`src/rtl/riscv_fetch_queue.sv`:
```
// Instruction fetch front-end: credit-limited requests to a variable-latency
// instruction memory, in-order return queue, and redirect flush of in-flight responses.
module riscv_fetch_queue #(
  parameter int unsigned DEPTH    = 4,
  parameter int unsigned XLEN     = 32,
  parameter int unsigned RESET_PC = 0,
  parameter int unsigned PC_STEP  = 1
) (
  input  logic            clk,
  input  logic            rst,
  output logic            imem_req_valid,
  input  logic            imem_req_ready,
  output logic [XLEN-1:0] imem_req_addr,
  input  logic            imem_rsp_valid,
  input  logic [XLEN-1:0] imem_rsp_data,
  output logic            id_valid,
  input  logic            id_ready,
  output logic [XLEN-1:0] id_instr,
  output logic [XLEN-1:0] id_pc,
  input  logic            redirect_valid,
  input  logic [XLEN-1:0] redirect_pc,
  input  logic            halt,
  output logic            busy
);

  localparam int unsigned PW = $clog2(DEPTH);
  localparam int unsigned CW = PW + 1;
  localparam logic [XLEN-1:0] RST_PC  = XLEN'(RESET_PC);
  localparam logic [XLEN-1:0] STEP    = XLEN'(PC_STEP);
  localparam logic [CW:0]     DEPTH_W = (CW+1)'(DEPTH);

  localparam logic [1:0] ST_FETCH = 2'd0;
  localparam logic [1:0] ST_FLUSH = 2'd1;
  localparam logic [1:0] ST_HALT  = 2'd2;

  logic [1:0]      state_q, state_d;
  logic [XLEN-1:0] fetch_pc_q, fetch_pc_d;
  logic [XLEN-1:0] resp_pc_q, resp_pc_d;
  logic [CW-1:0]   count_q, count_d;
  logic [CW-1:0]   outst_q, outst_d;
  logic [CW-1:0]   discard_q, discard_d;
  logic [PW-1:0]   rd_ptr_q, rd_ptr_d;
  logic [PW-1:0]   wr_ptr_q, wr_ptr_d;
  logic [XLEN-1:0] instr_mem_q [DEPTH];
  logic [XLEN-1:0] pc_mem_q    [DEPTH];

  logic credit_ok, req_fire, rsp_take, rsp_drop, push, pop;

  // Credit covers queued plus in-flight, so every response is guaranteed a slot.
  assign credit_ok = ({1'b0, count_q} + {1'b0, outst_q}) < DEPTH_W;
  assign imem_req_valid = !rst && (state_q == ST_FETCH) && !halt && !redirect_valid && credit_ok;
  assign imem_req_addr  = fetch_pc_q;
  assign req_fire       = imem_req_valid && imem_req_ready;

  // Responses with nothing outstanding belong to requests issued before a reset.
  assign rsp_take = imem_rsp_valid && (outst_q != '0);
  assign rsp_drop = rsp_take && ((discard_q != '0) || redirect_valid);
  assign push     = rsp_take && !rsp_drop;

  assign id_valid = (count_q != '0);
  assign id_instr = id_valid ? instr_mem_q[rd_ptr_q] : '0;
  assign id_pc    = id_valid ? pc_mem_q[rd_ptr_q] : '0;
  assign pop      = id_valid && id_ready && !redirect_valid;
  assign busy     = (outst_q != '0) || (discard_q != '0);

  always_comb begin
    state_d    = state_q;
    fetch_pc_d = fetch_pc_q;
    resp_pc_d  = resp_pc_q;
    count_d    = count_q;
    rd_ptr_d   = rd_ptr_q;
    wr_ptr_d   = wr_ptr_q;
    outst_d    = outst_q + CW'(req_fire) - CW'(rsp_take);
    discard_d  = discard_q;
    if (redirect_valid) begin
      count_d    = '0;
      rd_ptr_d   = '0;
      wr_ptr_d   = '0;
      discard_d  = outst_q - CW'(rsp_take);
      fetch_pc_d = redirect_pc;
      resp_pc_d  = redirect_pc;
      if (discard_d != '0) state_d = ST_FLUSH;
      else if (halt)       state_d = ST_HALT;
      else                 state_d = ST_FETCH;
    end else begin
      count_d   = count_q + CW'(push) - CW'(pop);
      wr_ptr_d  = wr_ptr_q + PW'(push);
      rd_ptr_d  = rd_ptr_q + PW'(pop);
      discard_d = discard_q - CW'(rsp_take && (discard_q != '0));
      if (req_fire) fetch_pc_d = fetch_pc_q + STEP;
      if (push)     resp_pc_d  = resp_pc_q + STEP;
      case (state_q)
        ST_FETCH: if (halt) state_d = ST_HALT;
        ST_FLUSH: if (discard_d == '0) state_d = halt ? ST_HALT : ST_FETCH;
        ST_HALT:  if (!halt) state_d = ST_FETCH;
        default:  state_d = ST_FETCH;
      endcase
    end
  end

  always_ff @(posedge clk) begin
    if (rst) begin
      state_q    <= ST_FETCH;
      fetch_pc_q <= RST_PC;
      resp_pc_q  <= RST_PC;
      count_q    <= '0;
      outst_q    <= '0;
      discard_q  <= '0;
      rd_ptr_q   <= '0;
      wr_ptr_q   <= '0;
    end else begin
      state_q    <= state_d;
      fetch_pc_q <= fetch_pc_d;
      resp_pc_q  <= resp_pc_d;
      count_q    <= count_d;
      outst_q    <= outst_d;
      discard_q  <= discard_d;
      rd_ptr_q   <= rd_ptr_d;
      wr_ptr_q   <= wr_ptr_d;
    end
  end

  // Storage needs no reset: id_* are masked while the queue is empty.
  always_ff @(posedge clk) begin
    if (!rst && push) begin
      instr_mem_q[wr_ptr_q] <= imem_rsp_data;
      pc_mem_q[wr_ptr_q]    <= resp_pc_q;
    end
  end

endmodule

```
`config.mk`:
```
export PLATFORM = sky130hd
export DESIGN_NAME = riscv_fetch_queue
export DESIGN_NICKNAME = d
export VERILOG_FILES = /design/src/rtl/riscv_fetch_queue.sv
export SDC_FILE = /design/constraint.sdc
export NUM_CORES = 1
export LEC_CHECK = 0
export ABC_AREA = 1
export CAP_MARGIN = 15
export CELL_PAD_IN_SITES_DETAIL_PLACEMENT = 1
export CELL_PAD_IN_SITES_GLOBAL_PLACEMENT = 2
export CORE_ASPECT_RATIO = 2
export CORE_MARGIN = 10
export CORE_UTILIZATION = 43
export CTS_CLUSTER_SIZE = 40
export DETAILED_ROUTE_END_ITERATION = 8
export DONT_BUFFER_PORTS = 1
export PLACE_DENSITY_LB_ADDON = 0.1
export RECOVER_POWER = 100
export SETUP_SLACK_MARGIN = 0.4
export SYNTH_ARGS = -nofsm -noshare
export SYNTH_HDL_FRONTEND = slang
export SYNTH_SLANG_ARGS = --single-unit
```
`constraint.sdc`:
```
create_clock -name clk -period 11.4 [get_ports clk]
set_input_delay 2.28 -clock clk [delete_from_list [all_inputs] [get_ports clk]]
set_output_delay 2.28 -clock clk [all_outputs]
set_load 0.02 [all_outputs]
```
==> impl_metrics.json, run 1 <==
{
  "setup_slack_ns": 4.32,
  "path_clk_slew_ns": 0.07,
  "antenna_found_initial": 0,
  "io_pins": 170,
  "synth_nets": 1766,
  "violations": "capacitance limit, slew limit",
  "n_antenna_cell": 0,
  "dr.pass1.iters": 4,
  "viasPerCell": 5.40,
  "ys.flop_type": "edfxtp_1",
  "finalCriticalPeriod_ns": 7.08,
  "maxCapViolCount": 3,
  "grt_pass1_vias": 12318,
  "core_area_sq_um": 35100,
  "insertion_delay_ns": 0.57,
  "wl_microns": 45400,
  "fin_crit_sh_pct": 62.1,
  "place_hpwl_microns": 30700,
  "via_count": 11464,
  "root_buffer": "clkbuf_16",
  "end_kind": "output port",
  "rsz0062_at_grt": "no",
  "seqCellArea_sq_um": 9270,
  "start_util_pct": 43.6,
  "multiInputGateArea_sq_um": 5220,
  "maxSlewViolCount": 128,
  "portBuffers": 0,
  "grt_max_degree": 91,
  "place_congestion": 0.796,
  "synth.most_common_cell": "nor2_1",
  "syn_avg_cell_area_sq_um": 9.10,
  "numCtsBuffers": 30,
  "cp.required_ns": 9.12,
  "initialDrtViolationCount": 477,
  "pre_cts_slack_ns": 6.24,
  "die_area_sq_um": 44000,
  "whs_path_depth": 2,
  "fin_nets": 1737,
  "yosys_warnings": 0,
  "yosys.area.top_type_share_pct": 50.3,
  "fill_cells": 4071,
  "finalSetupTns_ns": 0,
  "p_leak_nw": 5.87,
  "peakVddDrop_mv": 0.112,
  "start_kind": "flop",
  "hold_class": "reg2reg",
  "synth_common_cells": "nor2_1 (368), nand2_1 (310), edfxtp_1 (256)",
  "synth_edf_count": 256,
  "wl_per_cell_microns": 21.4,
  "reg2regPathDepth": 10,
  "finalHoldViolCount": 0,
  "clock_skew_ns": 0.0106,
  "run_status": "complete, but fails checks",
  "num_rows": 97,
  "grt_use_total_pct": 20.0,
  "worst_slew_pin_slew_ns": 3.86,
  "grt_pass1_wl_microns": 69800,
  "max-slew-margin-rel_pct": -157,
  "synth-seq-area-share_pct": 60.6,
  "synth_area_sq_um": 15300,
  "async_flop_share_pct": 0,
  "power_density_nw_per_um2": 165,
  "yosys.cell_types.count": 39,
  "drc": 0,
  "netlist_instances": 1681,
  "h-tree-depth": 1,
  "clock_sinks": 335,
  "synth_area_leader_cell": "edfxtp_1",
  "setup_viol": 0,
  "syn_to_final_growth_pct": 8.23,
  "cts_buffer_depth": 3,
  "drive_gt1_share_pct": 4.95,
  "cts_resized": 0,
  "path_max_fanout": 66,
  "cts_tree": "built",
  "overflow": 0,
  "cp.arrival_ns": 4.80,
  "drtAntennaViolNets": 0,
  "post_cts_buffers": 0,
  "yosys-top-cells-area": "edfxtp_1 (50%), dfxtp_1 (10%), nor2_1 (9.0%), nand2_1 (7.6%), o21ai_0 (5.3%)",
  "cts_hold_buf": 0,
  "crit_type": "reg2out",
  "synth_seq_cells": 335,
  "fp.dieH_microns": 287,
  "die_x_microns": 153,
  "fmax_mhz": 141
}
worst paths after layout:
check	startpoint	endpoint	slack, ns
hold / removal	state_q[0]$_SDFFE_PP0P_	state_q[0]$_SDFFE_PP0P_	0.52
hold reg to reg	state_q[0]$_SDFFE_PP0P_	state_q[0]$_SDFFE_PP0P_	0.52
setup reg to reg	count_q[0]$_SDFF_PP0_	count_q[2]$_SDFF_PP0_	6.14
setup / recovery	count_q[0]$_SDFF_PP0_	id_pc[12]	4.32
routing by layer:
layer | up-vias | track usage [%] | routed length (microns)
met5 | - | 0 | 0
met4 | 0 | 5.74 | 1130
met3 | 51 | 4.30 | 2350
met2 | 196 | 39.9 | 25500
met1 | 5668 | 19.9 | 16400
li1 | 5549 | - | -
through the flow:
stage	power (mW)	area (sq um)	cells	util, %	hold WS [ns]
4_1_cts	2.76	16600	2121	47.4	0.522
3_3_place_gp	1.74	15600	2065	44.6	0.487
6_report	2.72	16600	2121	47.2	0.517
2_1_floorplan	1.67	15300	1681	-	0.468
3_5_place_dp	1.75	15600	2065	44.6	0.511
5_1_grt	2.85	16600	2121	47.2	0.547
flip-flops by register name, summed over array words and instances, names as in the netlist:
| signal | flops |
|---|---|
| wr_ptr_q | 2 |
| count_q | 3 |
| resp_pc_q | 32 |
| imem_req_addr | 32 |
| rd_ptr_q | 2 |
| state_q | 2 |
| instr_mem_q | 128 |
| discard_q | 3 |
| outst_q | 3 |
| pc_mem_q | 128 |
power by group:
part	total, mW	switching (mW)	internal, mW
Combinational	0.282	0.204	0.0786
Clock	1.01	0.449	0.557
Sequential	1.44	0.0632	1.37
worst max-delay path, cell delays in order (launching register included):
cell      delay (ns)
dfxtp_1         0.36
nor3_1          0.20
clkbuf_1        2.69
a21oi_1         0.86
kinds of logic (layout without fill, tap and decap cells):
family | after synthesis | in the layout | share of synthesized area [%]
AOI/OAI and AO/OA | 306 | 306 | 10.3
buffers and inverters | 193 | 188 | 5.15
and+or+nand+nor | 817 | 817 | 21.8
adders and majority gates | 14 | 14 | 1.24
DFF | 335 | 335 | 60.6
xor gates and xnor gates | 16 | 16 | 0.916
final cells by class:
type / count / area share (%)
Tap cell: 445 / 3.36
Inverter: 120 / 2.74
Timing Repair Buffer: 12 / 0.476
Clock inverter: 17 / 0.877
Clock buffer: 39 / 4.99
Sequential cell: 335 / 56.0
Multi-Input combinational cell: 1153 / 31.5
layout by cell type (no fill, tap or decap), drive strengths merged:
cell type and n:
xor2 10, a21boi 1, o211a 1, nor3b 1, a31oi 2, nand2 316
or2 4, o21bai 9, o21ai 166, and2 1, edfxtp 256, clkinvlp 6
ha 12, clkinv 14, nor2 381, a21oi 123, nand4 8, clkbuf 42
fa 2, or4 1, bufinv 2, o22ai 4, nor3 9, xnor2 6
buf 9, dfxtp 79, nand3 90, inv 115, nand3b 6
No activity file was read; power rests on OpenSTA's default activity.
==> run 2: changes to the inputs <==
Settings changed: ABC_AREA 1 to 0, CORE_UTILIZATION 43 to 41.
Clock period 11.4 ns to 6.5 ns, I/O delays scaled along.
==> run 2 against run 1 <==
Compared with the run above:
- the flow still finishes with violations (capacitance limit, slew limit)
- hold slack better by 0.016 ns
- global-route usage is 3.2 points lower
- sequential power is 72% higher
- sequential share of layout area is 3.1 points higher
- cell count is 32% lower
- via count is 28% lower
- combinational power is 23% higher
- clock skew is 0.0036 ns higher
- utilization is 1.6 points lower
- flip-flop and latch count stayed put
- synthesized cell count is 42% lower
==> impl_metrics.json, run 2 <==
{
  "clkPwrFrac_pct": 39.1,
  "cts_buffer_depth": 3,
  "highest-signal-layer": "met4",
  "core_area_sq_um": 34400,
  "run_status": "complete, but fails checks",
  "h-tree-depth": 1,
  "final_common_cell": "edfxtp_1",
  "die_area_sq_um": 43000,
  "antenna_found_initial": 0,
  "maxSlewViolCount": 150,
  "cts_hold_buf": 0,
  "synth_area_sq_um": 14200,
  "placed_cell_area_sq_um": 14700,
  "syn_to_final_growth_pct": 10.1,
  "synth_area_leader_cell": "edfxtp_1",
  "multiInputGateArea_sq_um": 4660,
  "violations": "capacitance limit, slew limit",
  "route.met3.wl_microns": 2590,
  "portBuffers": 0,
  "grt_pass1_wl_microns": 56000,
  "max-slew-margin-rel_pct": -29.0,
  "grt_max_degree": 81,
  "peakVddDrop_mv": 0.199,
  "wl_microns": 36600,
  "path_clk_slew_ns": 0.07,
  "die_x_microns": 152,
  "finalPower_mw": 4.62,
  "finalSetupTns_ns": 0,
  "viasPerCell": 5.73,
  "swShare_pct": 24.0,
  "path_max_fanout": 49,
  "start_kind": "flop",
  "synth_nets": 1064,
  "async_flop_share_pct": 0,
  "place_congestion": 0.797,
  "yosys.cell_types.count": 67,
  "drtAntennaViolNets": 0,
  "finish.instance_area_sq_um": 15700,
  "net-switching-power_mw": 1.11,
  "power_density_nw_per_um2": 295,
  "drive_gt1_share_pct": 14.3,
  "rsz0062_at_grt": "no",
  "initialDrtViolationCount": 293,
  "start_util_pct": 41.4,
  "place_hpwl_microns": 24700,
  "synth_common_cells": "edfxtp_1 (256), dfxtp_1 (79), and2_1 (72)",
  "grt_use_total_pct": 16.8,
  "p_comb_share_pct": 7.5,
  "io_pins": 170,
  "yosys_warnings": 0,
  "cp.required_ns": 5.20,
  "fill_cells": 3480,
  "clock_sinks": 335,
  "fp.dieH_microns": 284,
  "yosys.area.top_type_share_pct": 54.0,
  "num_rows": 96,
  "n_antenna_cell": 0,
  "yosys-top-cells-area": "edfxtp_1 (54%), dfxtp_1 (11%), mux4_2 (10%), and2_1 (3.2%), nand2_1 (1.7%)",
  "synth.most_common_cell": "edfxtp_1",
  "maxCapViolCount": 4,
  "crit_chain": "clkbuf_2, mux4_2, and2_0",
  "reg_top3": "instr_mem_q (128), pc_mem_q (128)",
  "internal_power_mw": 3.52,
  "cp.arrival_ns": 3.48,
  "insertion_delay_ns": 0.57,
  "fin_util_pct": 45.6,
  "seqPwrFrac_pct": 53.4,
  "p_leak_nw": 4.88,
  "worst_slew_pin_slew_ns": 1.94,
  "via_count": 8234,
  "setup_viol": 0,
  "synth_seq_cells": 335,
  "overflow": 0,
  "synth-seq-area-share_pct": 65.1,
  "m1WireLength_microns": 12900,
  "wl_per_cell_microns": 25.5,
  "root_buffer": "clkbuf_16",
  "fin_crit_sh_pct": 73.6,
  "numCtsBuffers": 30,
  "setup_slack_ns": 1.72,
  "syn_avg_cell_area_sq_um": 14.5,
  "cts_resized": 0,
  "fmax_mhz": 209,
  "seqCellArea_sq_um": 9270,
  "pre_cts_slack_ns": 2.20,
  "netlist_instances": 979,
  "drc": 0,
  "ys.flop_type": "edfxtp_1",
  "end_kind": "output port",
  "post_cts_buffers": 0,
  "slowest_stage": "clkbuf_2",
  "cts_tree": "built",
  "dr.pass1.iters": 4,
  "clock_skew_ns": 0.0142,
  "met2_length_microns": 20000,
  "slowest_delay_ns": 1.19,
  "hold_class": "reg2reg",
  "finalCriticalPeriod_ns": 4.78,
  "crit_type": "reg2out",
  "synth_edf_count": 256,
  "finalHoldViolCount": 0,
  "fin_nets": 1056,
  "final_cell_mix": "edfxtp_1 (256), dfxtp_1 (78), nand2_1 (64), mux4_2 (64), and2_0 (61)",
  "grt_pass1_vias": 9367
}
-- run 2: path summary, 6_finish.rpt --
kind,depth (start not counted),start,slack (ns),end
worst max register to register,5,discard_q[0]$_SDFF_PP0_,1.82,instr_mem_q[3][26]$_DFFE_PP_
worst min register to register,2,state_q[0]$_SDFFE_PP0P_,0.53,state_q[0]$_SDFFE_PP0P_
worst min-delay path,2,state_q[0]$_SDFFE_PP0P_,0.53,state_q[0]$_SDFFE_PP0P_
worst max-delay path,3,rd_ptr_q[1]$_SDFF_PP0_,1.72,id_pc[17]
-- run 2: per-stage QoR --
| stage | cells | hold WS, ns |
|---|---|---|
| floorplan | 979 | 0.475 |
| global placement | 1379 | 0.502 |
| detailed placement | 1379 | 0.525 |
| CTS | 1435 | 0.534 |
| global route | 1436 | 0.559 |
| finish | 1436 | 0.533 |
-- run 2: power groups by stage --
stage                     combinational [mW]  clock [mW]  sequential, mW
after floorplan                        0.279           0            2.49
after global placement                 0.344           0            2.51
after detailed placement               0.358           0            2.52
after CTS                              0.359        1.87            2.47
after global routing                   0.390        1.93            2.48
final                                  0.346        1.81            2.47
-- run 2: logic make-up after synthesis --
kind of cell / after synthesis / share of synthesized area, %
AOI/OAI and AO/OA: 132 / 6.37
xor gates and xnor gates: 34 / 2.09
adders and majority gates: 14 / 1.34
buffers and inverters: 76 / 2.08
DFF: 335 / 65.1
muxes: 69 / 10.5
and+or+nand+nor: 319 / 12.5
-- run 2: per-layer routing --
layer,vias to the layer above,global-route usage [%]
met1,4195,17.4
met3,55,4.34
li1,3783,-
met5,-,0
met4,0,5.91
met2,201,31.1
-- run 2: cell type report --
type	count	share of cell area (%)
clock inverter	21	1.34
inverter	23	0.551
timing repair buffer	13	0.543
clock buffer	35	5.11
sequential	335	59.2
multi-input combinational	568	29.8
tap	441	3.52
-- run 2: worst max-delay path: cells and delay by family, from the launching register on --
family                 cells  cell delay [ns]
multiplexers               1             0.42
AND/OR/NAND/NOR            1             0.41
flip-flops                 1             0.89
buffers and inverters      1             1.19
==> run 3: changes to the inputs <==
Settings changed: ABC_AREA 0 to 1, CORE_UTILIZATION 41 to 36.
Clock period 6.5 ns to 4.07 ns, I/O delays scaled along.
==> run 3 against run 2 <==
Compared with the run above:
- the flow still finishes with violations (capacitance limit, slew limit)
- total power up 71%
- highest routed layer unchanged
- critical endpoint is now id_pc[0]
- sequential power up 63%
- worst setup slack worse by 1.3 ns
- largest cell class unchanged
- flip-flop and latch count unchanged
- critical path depth up 2
- clock skew up 0.0071 ns
- sequential share of layout area down 4.3 points
==> impl_metrics.json, run 3 (synthesized netlist as in run 1, its figures left out) <==
{
  "clock_skew_ns": 0.0214,
  "run_status": "complete, but fails checks",
  "initialDrtViolationCount": 426,
  "maxCapViolCount": 1,
  "drc": 0,
  "endpoint": "id_pc[0]",
  "r2r_setup_slack_ns": 0.58,
  "path_clk_slew_ns": 0.06,
  "die_area_sq_um": 51600,
  "whs_ns": 0.385,
  "final_common_cell": "nor2_1",
  "n_antenna_cell": 0,
  "setup_viol": 0,
  "path_max_fanout": 52,
  "maxSlewViolCount": 29,
  "final_cell_mix": "nor2_1 (375), nand2_1 (315), edfxtp_1 (256)",
  "post_cts_buffers": 0,
  "wl_microns": 49000,
  "reg2regPathDepth": 8,
  "fin_nets": 1749,
  "cp.depth": 5,
  "fp.dieH_microns": 311,
  "start_util_pct": 36.5,
  "cp-startpoint": "rd_ptr_q[1]$_SDFF_PP0_",
  "peakVddDrop_mv": 0.251,
  "fin_crit_sh_pct": 89.8,
  "slowest_delay_ns": 0.64,
  "placed_cells": 2168,
  "via_count": 11533,
  "cts_hold_buf": 0,
  "fmax_mhz": 273,
  "crit_type": "reg2out",
  "max-slew-margin-rel_pct": -3.85,
  "place_congestion": 0.794,
  "cp.required_ns": 3.26,
  "r2r_end": "pc_mem_q[2][29]$_DFFE_PP_",
  "drtAntennaViolNets": 0,
  "finalHoldViolCount": 0,
  "instances_no_fill": 2226,
  "insertion_delay_ns": 0.52,
  "slowest_stage": "dfxtp_2",
  "wl_per_cell_microns": 22.0,
  "drive_gt1_share_pct": 5.28,
  "h-tree-depth": 2,
  "viasPerCell": 5.18,
  "grt_use_total_pct": 18.3,
  "dr.pass1.iters": 4,
  "finalCriticalPeriod_ns": 3.66,
  "cts_buffer_depth": 3,
  "power_density_nw_per_um2": 469,
  "cp_top_family": "buffers and inverters",
  "overflow": 0,
  "cp.arrival_ns": 2.84,
  "reg_top3": "instr_mem_q (128), pc_mem_q (128)",
  "core_area_sq_um": 41900,
  "whs_path_depth": 0,
  "end_kind": "output port",
  "p_leak_nw": 6.00,
  "cts_resized": 1,
  "grt_pass1_vias": 12043,
  "antenna_found_initial": 0,
  "root_buffer": "clkbuf_16",
  "portBuffers": 0,
  "num_rows": 106,
  "numCtsBuffers": 34,
  "clock_sinks": 335,
  "io_pins": 170,
  "r2r_start": "outst_q[1]$_SDFF_PP0_",
  "crit_chain": "clkinv_2, clkbuf_4, nor2_1, o21ai_0, a21oi_1",
  "violations": "capacitance limit, slew limit",
  "setup_slack_ns": 0.413,
  "start_kind": "flop",
  "grt_pass1_wl_microns": 74400,
  "fin_util_pct": 40.3,
  "syn_to_final_growth_pct": 10.5,
  "critPathBufInv": 2,
  "place_hpwl_microns": 34000,
  "hold_class": "in2reg",
  "pre_cts_slack_ns": 0.914,
  "worst_slew_pin_slew_ns": 1.56,
  "die_x_microns": 166,
  "grt_max_degree": 130,
  "cts_tree": "built",
  "rsz0062_at_grt": "no"
}
[run 3: changes by cell type in the layout (fill, tap and decap cells not counted), sizes merged, moves of 21 or more]
cell   before  now
nor2       50  381
nand2      64  316
o21ai      17  166
a21oi      27  123
inv        24  117
and2       72    1
nand3      24   90
mux4       64    0
nand4      29    8
[run 3: where the power goes]
part,switching [mW],leakage [nW],internal (mW),total (mW)
clock,1.30,0.522,1.78,3.08
sequential,0.182,2.98,3.85,4.03
combinational,0.588,2.50,0.227,0.815
[run 3: cell type report]
type	count	area (sq um)
Inverter	120	457
Clock inverter	16	151
Clock buffer	42	913
Fill cell	4875	25000
Timing Repair Buffer	20	189
Tap cell	540	676
Sequential cell	335	9270
Multi-Input combinational cell	1153	5250
[run 3: layer usage]
metal  track usage [%]  wire [microns]  part of all wire [%]
met3              3.97            2350                   4.8
met2              34.3           26500                    54
met5                 0               0                     0
met4              7.16            1730                   3.5
met1              19.4           18400                    38
[run 3: worst min-delay path by stage]
stage                                 start                              to  slack (ns)
floorplan           state_q[0]$_SDFFE_PP0P_         state_q[0]$_SDFFE_PP0P_        0.47
global placement    state_q[0]$_SDFFE_PP0P_         state_q[0]$_SDFFE_PP0P_        0.49
detailed placement  state_q[0]$_SDFFE_PP0P_         state_q[0]$_SDFFE_PP0P_        0.50
CTS                                     rst  imem_req_addr[29]$_SDFFE_PP0P_        0.34
global route                            rst  imem_req_addr[29]$_SDFFE_PP0P_        0.36
finish                    imem_rsp_data[21]    instr_mem_q[0][21]$_DFFE_PP_        0.39
[run 3: through the flow]
step           setup TNS, ns  cell area (sq um)  total power, mW
3_5_place_dp               0              15900             4.95
6_report                   0              16900             7.93
3_3_place_gp               0              15900             4.93
4_1_cts                    0              17000             8.06
2_1_floorplan        -106.05              15300             4.67
5_1_grt                    0              16900             8.29
